File: src/rtl/alu_pkg.sv
// Shared encodings for the command sequencer: command codes, ALU operation
// codes and FSM states.
package alu_pkg;

   typedef enum logic [2:0] {
      ALU_ADD = 3'b000,
      ALU_SUB = 3'b001,
      ALU_AND = 3'b010,
      ALU_OR  = 3'b011,
      ALU_SRL = 3'b100,
      ALU_SRA = 3'b101
   } alu_op_e;

   // The low three bits of an ALU command are its ALUOp.
   localparam logic [3:0] CMD_ADD  = 4'b0000;
   localparam logic [3:0] CMD_SUB  = 4'b0001;
   localparam logic [3:0] CMD_AND  = 4'b0010;
   localparam logic [3:0] CMD_OR   = 4'b0011;
   localparam logic [3:0] CMD_SRL  = 4'b0100;
   localparam logic [3:0] CMD_SRA  = 4'b0101;
   localparam logic [3:0] CMD_LOAD = 4'b1000;
   localparam logic [3:0] CMD_EMIT = 4'b1001;

   typedef enum logic {
      ST_RUN  = 1'b0,
      ST_HOLD = 1'b1
   } state_e;

endpackage

File: src/rtl/alu.sv
// Combinational 32-bit ALU: add/sub, and/or, logical and arithmetic right
// shift by B[4:0].
module alu
   import alu_pkg::*;
(
   input  logic [31:0] A,
   input  logic [31:0] B,
   input  logic [2:0]  ALUOp,
   output logic [31:0] C
);

   always_comb begin
      C = '0;
      case (ALUOp)
         ALU_ADD: C = A + B;
         ALU_SUB: C = A - B;
         ALU_AND: C = A & B;
         ALU_OR:  C = A | B;
         ALU_SRL: C = A >> B[4:0];
         ALU_SRA: C = $unsigned($signed(A) >>> B[4:0]);
         default: C = '0;
      endcase
   end

endmodule

File: src/rtl/alu_cmd_seq.sv
// Command sequencer: queues commands in a small FIFO and retires one per
// cycle against an accumulator; EMIT parks a snapshot on the output port.
//
// state   | meaning
// --------+-------------------------------------------------------------
// ST_RUN  | retire FIFO head each cycle (idle when FIFO empty)
// ST_HOLD | result offered on out_*; nothing retires until it is taken
module alu_cmd_seq
   import alu_pkg::*;
#(
   parameter int DEPTH = 4
) (
   input  logic                     clk,
   input  logic                     reset,
   input  logic                     in_valid,
   output logic                     in_ready,
   input  logic [3:0]               in_cmd,
   input  logic [31:0]              in_data,
   output logic                     out_valid,
   input  logic                     out_ready,
   output logic [31:0]              out_data,
   output logic [$clog2(DEPTH):0]   count,
   output logic                     err
);

   localparam int PW = $clog2(DEPTH);
   localparam int CW = PW + 1;
   localparam logic [CW-1:0] DEPTH_C = CW'(DEPTH);

   logic [3:0]    fifo_cmd_q  [DEPTH];
   logic [31:0]   fifo_data_q [DEPTH];
   logic [PW-1:0] wr_ptr_q, rd_ptr_q;
   logic [CW-1:0] count_q, count_d;

   logic [31:0]   acc_q, acc_d;
   logic [31:0]   out_data_q, out_data_d;
   logic          out_valid_q, out_valid_d;
   logic          err_q, err_d;
   state_e        state_q, state_d;

   logic          push, pop;
   logic [3:0]    head_cmd;
   logic [31:0]   head_data;
   logic [31:0]   alu_c;

   assign head_cmd  = fifo_cmd_q[rd_ptr_q];
   assign head_data = fifo_data_q[rd_ptr_q];

   // No pop bypass: a full FIFO refuses the push even if the head retires.
   assign in_ready  = (count_q != DEPTH_C);
   assign push      = in_valid && in_ready;

   alu u_alu (
      .A     (acc_q),
      .B     (head_data),
      .ALUOp (head_cmd[2:0]),
      .C     (alu_c)
   );

   always_comb begin
      state_d     = state_q;
      pop         = 1'b0;
      acc_d       = acc_q;
      out_valid_d = out_valid_q;
      out_data_d  = out_data_q;
      err_d       = err_q;
      case (state_q)
         ST_RUN: begin
            if (count_q != '0) begin
               pop = 1'b1;
               case (head_cmd)
                  CMD_ADD, CMD_SUB, CMD_AND, CMD_OR, CMD_SRL, CMD_SRA:
                     acc_d = alu_c;
                  CMD_LOAD:
                     acc_d = head_data;
                  CMD_EMIT: begin
                     out_data_d  = acc_q;
                     out_valid_d = 1'b1;
                     state_d     = ST_HOLD;
                  end
                  default:
                     err_d = 1'b1;
               endcase
            end
         end
         ST_HOLD: begin
            if (out_ready) begin
               out_valid_d = 1'b0;
               state_d     = ST_RUN;
            end
         end
         default: state_d = ST_RUN;
      endcase
   end

   always_comb begin
      count_d = count_q;
      case ({push, pop})
         2'b10:   count_d = count_q + CW'(1);
         2'b01:   count_d = count_q - CW'(1);
         default: count_d = count_q;
      endcase
   end

   always_ff @(posedge clk) begin
      if (reset) begin
         wr_ptr_q    <= '0;
         rd_ptr_q    <= '0;
         count_q     <= '0;
         acc_q       <= '0;
         out_data_q  <= '0;
         out_valid_q <= 1'b0;
         err_q       <= 1'b0;
         state_q     <= ST_RUN;
      end else begin
         if (push) wr_ptr_q <= wr_ptr_q + PW'(1);
         if (pop)  rd_ptr_q <= rd_ptr_q + PW'(1);
         count_q     <= count_d;
         acc_q       <= acc_d;
         out_data_q  <= out_data_d;
         out_valid_q <= out_valid_d;
         err_q       <= err_d;
         state_q     <= state_d;
      end
   end

   // Storage needs no reset; occupancy alone decides what is valid.
   always_ff @(posedge clk) begin
      if (push) begin
         fifo_cmd_q[wr_ptr_q]  <= in_cmd;
         fifo_data_q[wr_ptr_q] <= in_data;
      end
   end

   assign out_valid = out_valid_q;
   assign out_data  = out_data_q;
   assign count     = count_q;
   assign err       = err_q;

endmodule
File: config.mk
export PLATFORM = sky130hd
export DESIGN_NAME = alu_cmd_seq
export DESIGN_NICKNAME = d
export VERILOG_FILES = /design/src/rtl/alu_pkg.sv /design/src/rtl/alu.sv /design/src/rtl/alu_cmd_seq.sv
export SDC_FILE = /design/constraint.sdc
export NUM_CORES = 1
export LEC_CHECK = 0
export CORE_ASPECT_RATIO = 1.75
export CORE_MARGIN = 5
export CORE_UTILIZATION = 50
export DETAILED_ROUTE_END_ITERATION = 12
export GPL_TIMING_DRIVEN = 1
export PLACE_DENSITY_LB_ADDON = 0.25
export REMOVE_ABC_BUFFERS = 1
export SYNTH_ARGS = -nofsm -noshare
export SYNTH_HDL_FRONTEND = slang
export SYNTH_SLANG_ARGS = --single-unit
File: constraint.sdc
create_clock -name clk -period 10.9 [get_ports clk]
set_input_delay 1.635 -clock clk [delete_from_list [all_inputs] [get_ports clk]]
set_output_delay 1.635 -clock clk [all_outputs]
set_load 0.01 [all_outputs]
==> metrics.yaml <==
routedWlPerCell_um: 24.20
synth_top_family_by_area: "compound AO/OA/AOI/OAI gates"
antenna_cells: 0
fin_cells: 1779
cts_max_level: 1
route.detailed.drc: 0
skew_ns: 0.01811
final_antenna_net_count: 0
ys.flop_type: "edfxtp_1"
clock-sinks: 220
worst_r2r_path_depth: 19
die_y_um: 228.3
final_core_util_pct: 56.49
port_buffers: 77
seqCellArea_um2: 5848
cp_max_fo: 25
p_seq_share_pct: 24.2
cp-end-kind: "flop"
synth_compound_area_share_pct: 16.73
grt_max_degree: 48
sw_frac_of_total_pct: 48.23
reg2reg_slack_ns: 4.40
ys_async_sr_fraction_pct: 0
crit_required_ns: 11.30
pre_cts_ws_ns: 4.459
critPathLaunchType: "flop"
drt_iter0_markers: 947
cts_resized: 0
root_buffer: "clkbuf_16"
detailed_place.area_um2: 14650
start_util_pct: 50.21
synth-seq-cells: 220
dieArea_um2: 30770
synth_warnings: 0
rows: 80
syn_area_um2: 13620
p_clk_share_pct: 15.2
rsz0062_at_grt: "false"
max_stage_delay_ns: 0.74
cts_buffers: 21
stdcell_area_um2: 15320
synth_fa_ha_area_share_pct: 5.567
critPathSlowestCell: "a311oi_1"
synth-xor-area-share_pct: 3.399
ys_types: 75
nFillCells: 2437
power.internal_w: 0.002531
die_w_um: 134.8
timing.fmax_mhz: 153.8
antenna_found_initial: 0
synthTopCellsByArea: "edfxtp_1 (32%), dfxtp_1 (11%), mux4_2 (7.3%)"
gp_congestion: 1.040
use_met3_pct: 3.304
path_cells: "buf_4 > mux4_2 > buf_4 > inv_1 > ha_1 > or3b_1 > nor2_1 > a21oi_1 > xnor2_1 > ha_1 > nand2_1 > nor3_1 > o311ai_1 > a311oi_1 > a22o_1 > a31oi_1 > a211oi_1 > nor3_1 > or3_1"
clockBufferDepth: 3
drive_above_1_share_pct: 9.220
tns_ns: 0
yosysTopAreaCellShare_pct: 31.75
p_per_area_nw_per_um2: 319.1
p_comb_share_pct: 60.6
slew_headroom_pct: 34.78
ctsHoldBuffers: 0
power.switching_w: 0.002358
synth_cells: 1366
multi_input_area_um2: 7292
via_count: 11340
finalCritPeriodShare_pct: 59.66
cts_tree: "built"
top_usage_layer: "met2"
syn2layout_area_growth_pct: 12.51
dpl.hpwl_um: 30970
r2r_end: "acc_q[30]"
io_pins: 78
hold_class: "flop to flop"
track_usage_pct: 27.66
cp_data_arrival_time_ns: 6.90
gr-usage-met2_pct: 46.18
detail_route.first_pass.iterations: 6
cts.reportedPaths.clkPinSlew_ns: 0.07
fin_nets: 1478
clk_latency_ns: 0.52
wl_um: 43040
yosys.area_share.simple_pct: 14.03
setup_ws_ns: 4.397
grt_util_met1_pct: 32.26
synth_mux_area_share_pct: 13.61
grt_pass1_vias: 11290
outcome: "finished, final reports clean"
viasPerCell: 6.374
final_max_slew_viol_count: 0
synth.yosys.seq_area_share_pct: 42.92
synth_edf_count: 144
min_period_ns: 6.503
power_leakage_nw: 5.374
maxCapViolCount: 0
worst_pin_slew_ns: 0.9784
overflow: 0
hold_viol: 0
dpl.cell_count: 1743
crit_type: "flop to flop"
grt_pass1_wl_um: 66030
syn_area_per_cell_um2: 9.970
worstSetupEndpoint: "acc_q[30]"
finalSetupViolCount: 0
peakVddDrop_mv: 0.1886
core_region_area_um2: 27130
post_cts_buffers: 0
synth.largest_area_cell: "edfxtp_1"
## state kept, by name (all words and copies together) (netlist names), named ones only
name / count
out_valid: 1
fifo_data_q: 128
err: 1
acc_q: 32
rd_ptr_q: 2
fifo_cmd_q: 16
out_data: 32
state_q: 1
count: 3
wr_ptr_q: 2
## cells by family after synthesis
logic type,Yosys count
adder cells (fa/ha/maj),64
AND/OR/NAND/NOR,417
flip-flops,220
buffers and inverters,119
multiplexers,129
AO/OA/AOI/OAI,365
XOR/XNOR,52
## critical path: cells and delay by family, from the launching register on
family	cells	cell delay, ns
buffers and inverters	3	0.93
flip-flops	1	0.68
XOR/XNOR	1	0.14
AO/OA/AOI/OAI	6	1.84
AND/OR/NAND/NOR	6	1.62
adder cells (fa/ha/maj)	2	0.59
multiplexers	1	0.56
## through the flow
step / total power, W / hold WS, ns
3_3_place_gp: 0.004074 / 0.4417
4_1_cts: 0.004837 / 0.4544
2_1_floorplan: 0.003161 / 0.4431
5_1_grt: 0.005153 / 0.4721
3_5_place_dp: 0.004082 / 0.4456
6_report: 0.004889 / 0.4531
## final cells by class
class	instances	share of cell area (%)
Multi-Input combinational cell	1027	47.59
Sequential cell	220	38.16
Timing Repair Buffer	101	6.173
Clock buffer	24	3.503
Tap cell	369	3.013
Clock inverter	12	0.9227
Inverter	26	0.6369
## power groups by stage
stage / logic [W] / registers (W) / clock network [W]
after floorplan: 0.00201 / 0.00115 / 0
after global placement: 0.00288 / 0.00119 / 0
after detailed placement: 0.00288 / 0.00120 / 0
after CTS: 0.00290 / 0.00118 / 0.000760
after global routing: 0.00316 / 0.00120 / 0.000792
final: 0.00296 / 0.00118 / 0.000745
## cells in the mapped netlist, types with 8 or more instances
library cell    n
mux2_2          9
xnor2_1        34
nand3_1        28
nand2_1       179
xor2_1         17
a21oi_1       130
inv_1          25
a211oi_1       21
mux2i_1        76
a21o_1         11
nor2_1        101
buf_2          18
o21ai_0        67
edfxtp_1      144
a221oi_1       19
o31ai_1        11
o21a_1          9
buf_1          10
dfxtp_1        76
o22ai_1        14
or3_1           8
maj3_1         23
nor3_1         36
and3_1         14
clkbuf_1       57
mux4_2         44
a31oi_1        16
ha_1           39
nor4_1          8
o211ai_1       12
## how the worst min path moves through the flow
stage | startpoint | to | cells after the start
after floorplan | acc_q[0] | out_data[0] | 2
after global placement | out_data[4] | out_data[4] | 2
after detailed placement | out_data[18] | out_data[18] | 2
after CTS | out_data[18] | out_data[18] | 2
after global routing | out_data[17] | out_data[17] | 2
final | out_data[14] | out_data[14] | 2
## per-layer routing
layer / vias to the layer above / share of wire [%]
met5: - / 0
li1: 5217 / -
met4: 0 / 8.8
met2: 534 / 49
met1: 5403 / 36
met3: 186 / 6.2
## cell usage in the layout (no fill, tap or decap), types with 5 or more instances in the layout
cell type	synthesis	final
a211oi_1	21	21
a21o_1	11	11
a21oi_1	130	130
a221o_1	6	6
a221oi_1	19	19
a311oi_1	6	6
a31oi_1	16	16
and2_1	6	6
and3_1	14	10
buf_4	5	24
clkbuf_16	0	21
clkdlybuf4s50_1	0	76
dfxtp_1	76	74
edfxtp_1	144	144
ha_1	39	39
inv_1	25	25
maj3_1	23	23
mux2_2	9	9
mux2i_1	76	75
mux4_2	44	44
nand2_1	179	179
nand3_1	28	28
nand4_1	5	5
nor2_1	101	101
nor2b_1	6	6
nor3_1	36	36
nor4_1	8	8
o2111ai_1	5	5
o211ai_1	12	12
o21a_1	9	9
o21ai_0	67	66
o21ai_1	6	6
o22ai_1	14	14
o31ai_1	11	11
or3_1	8	8
xnor2_1	34	34
xor2_1	17	17
No activity file was read; power rests on OpenSTA's default activity.
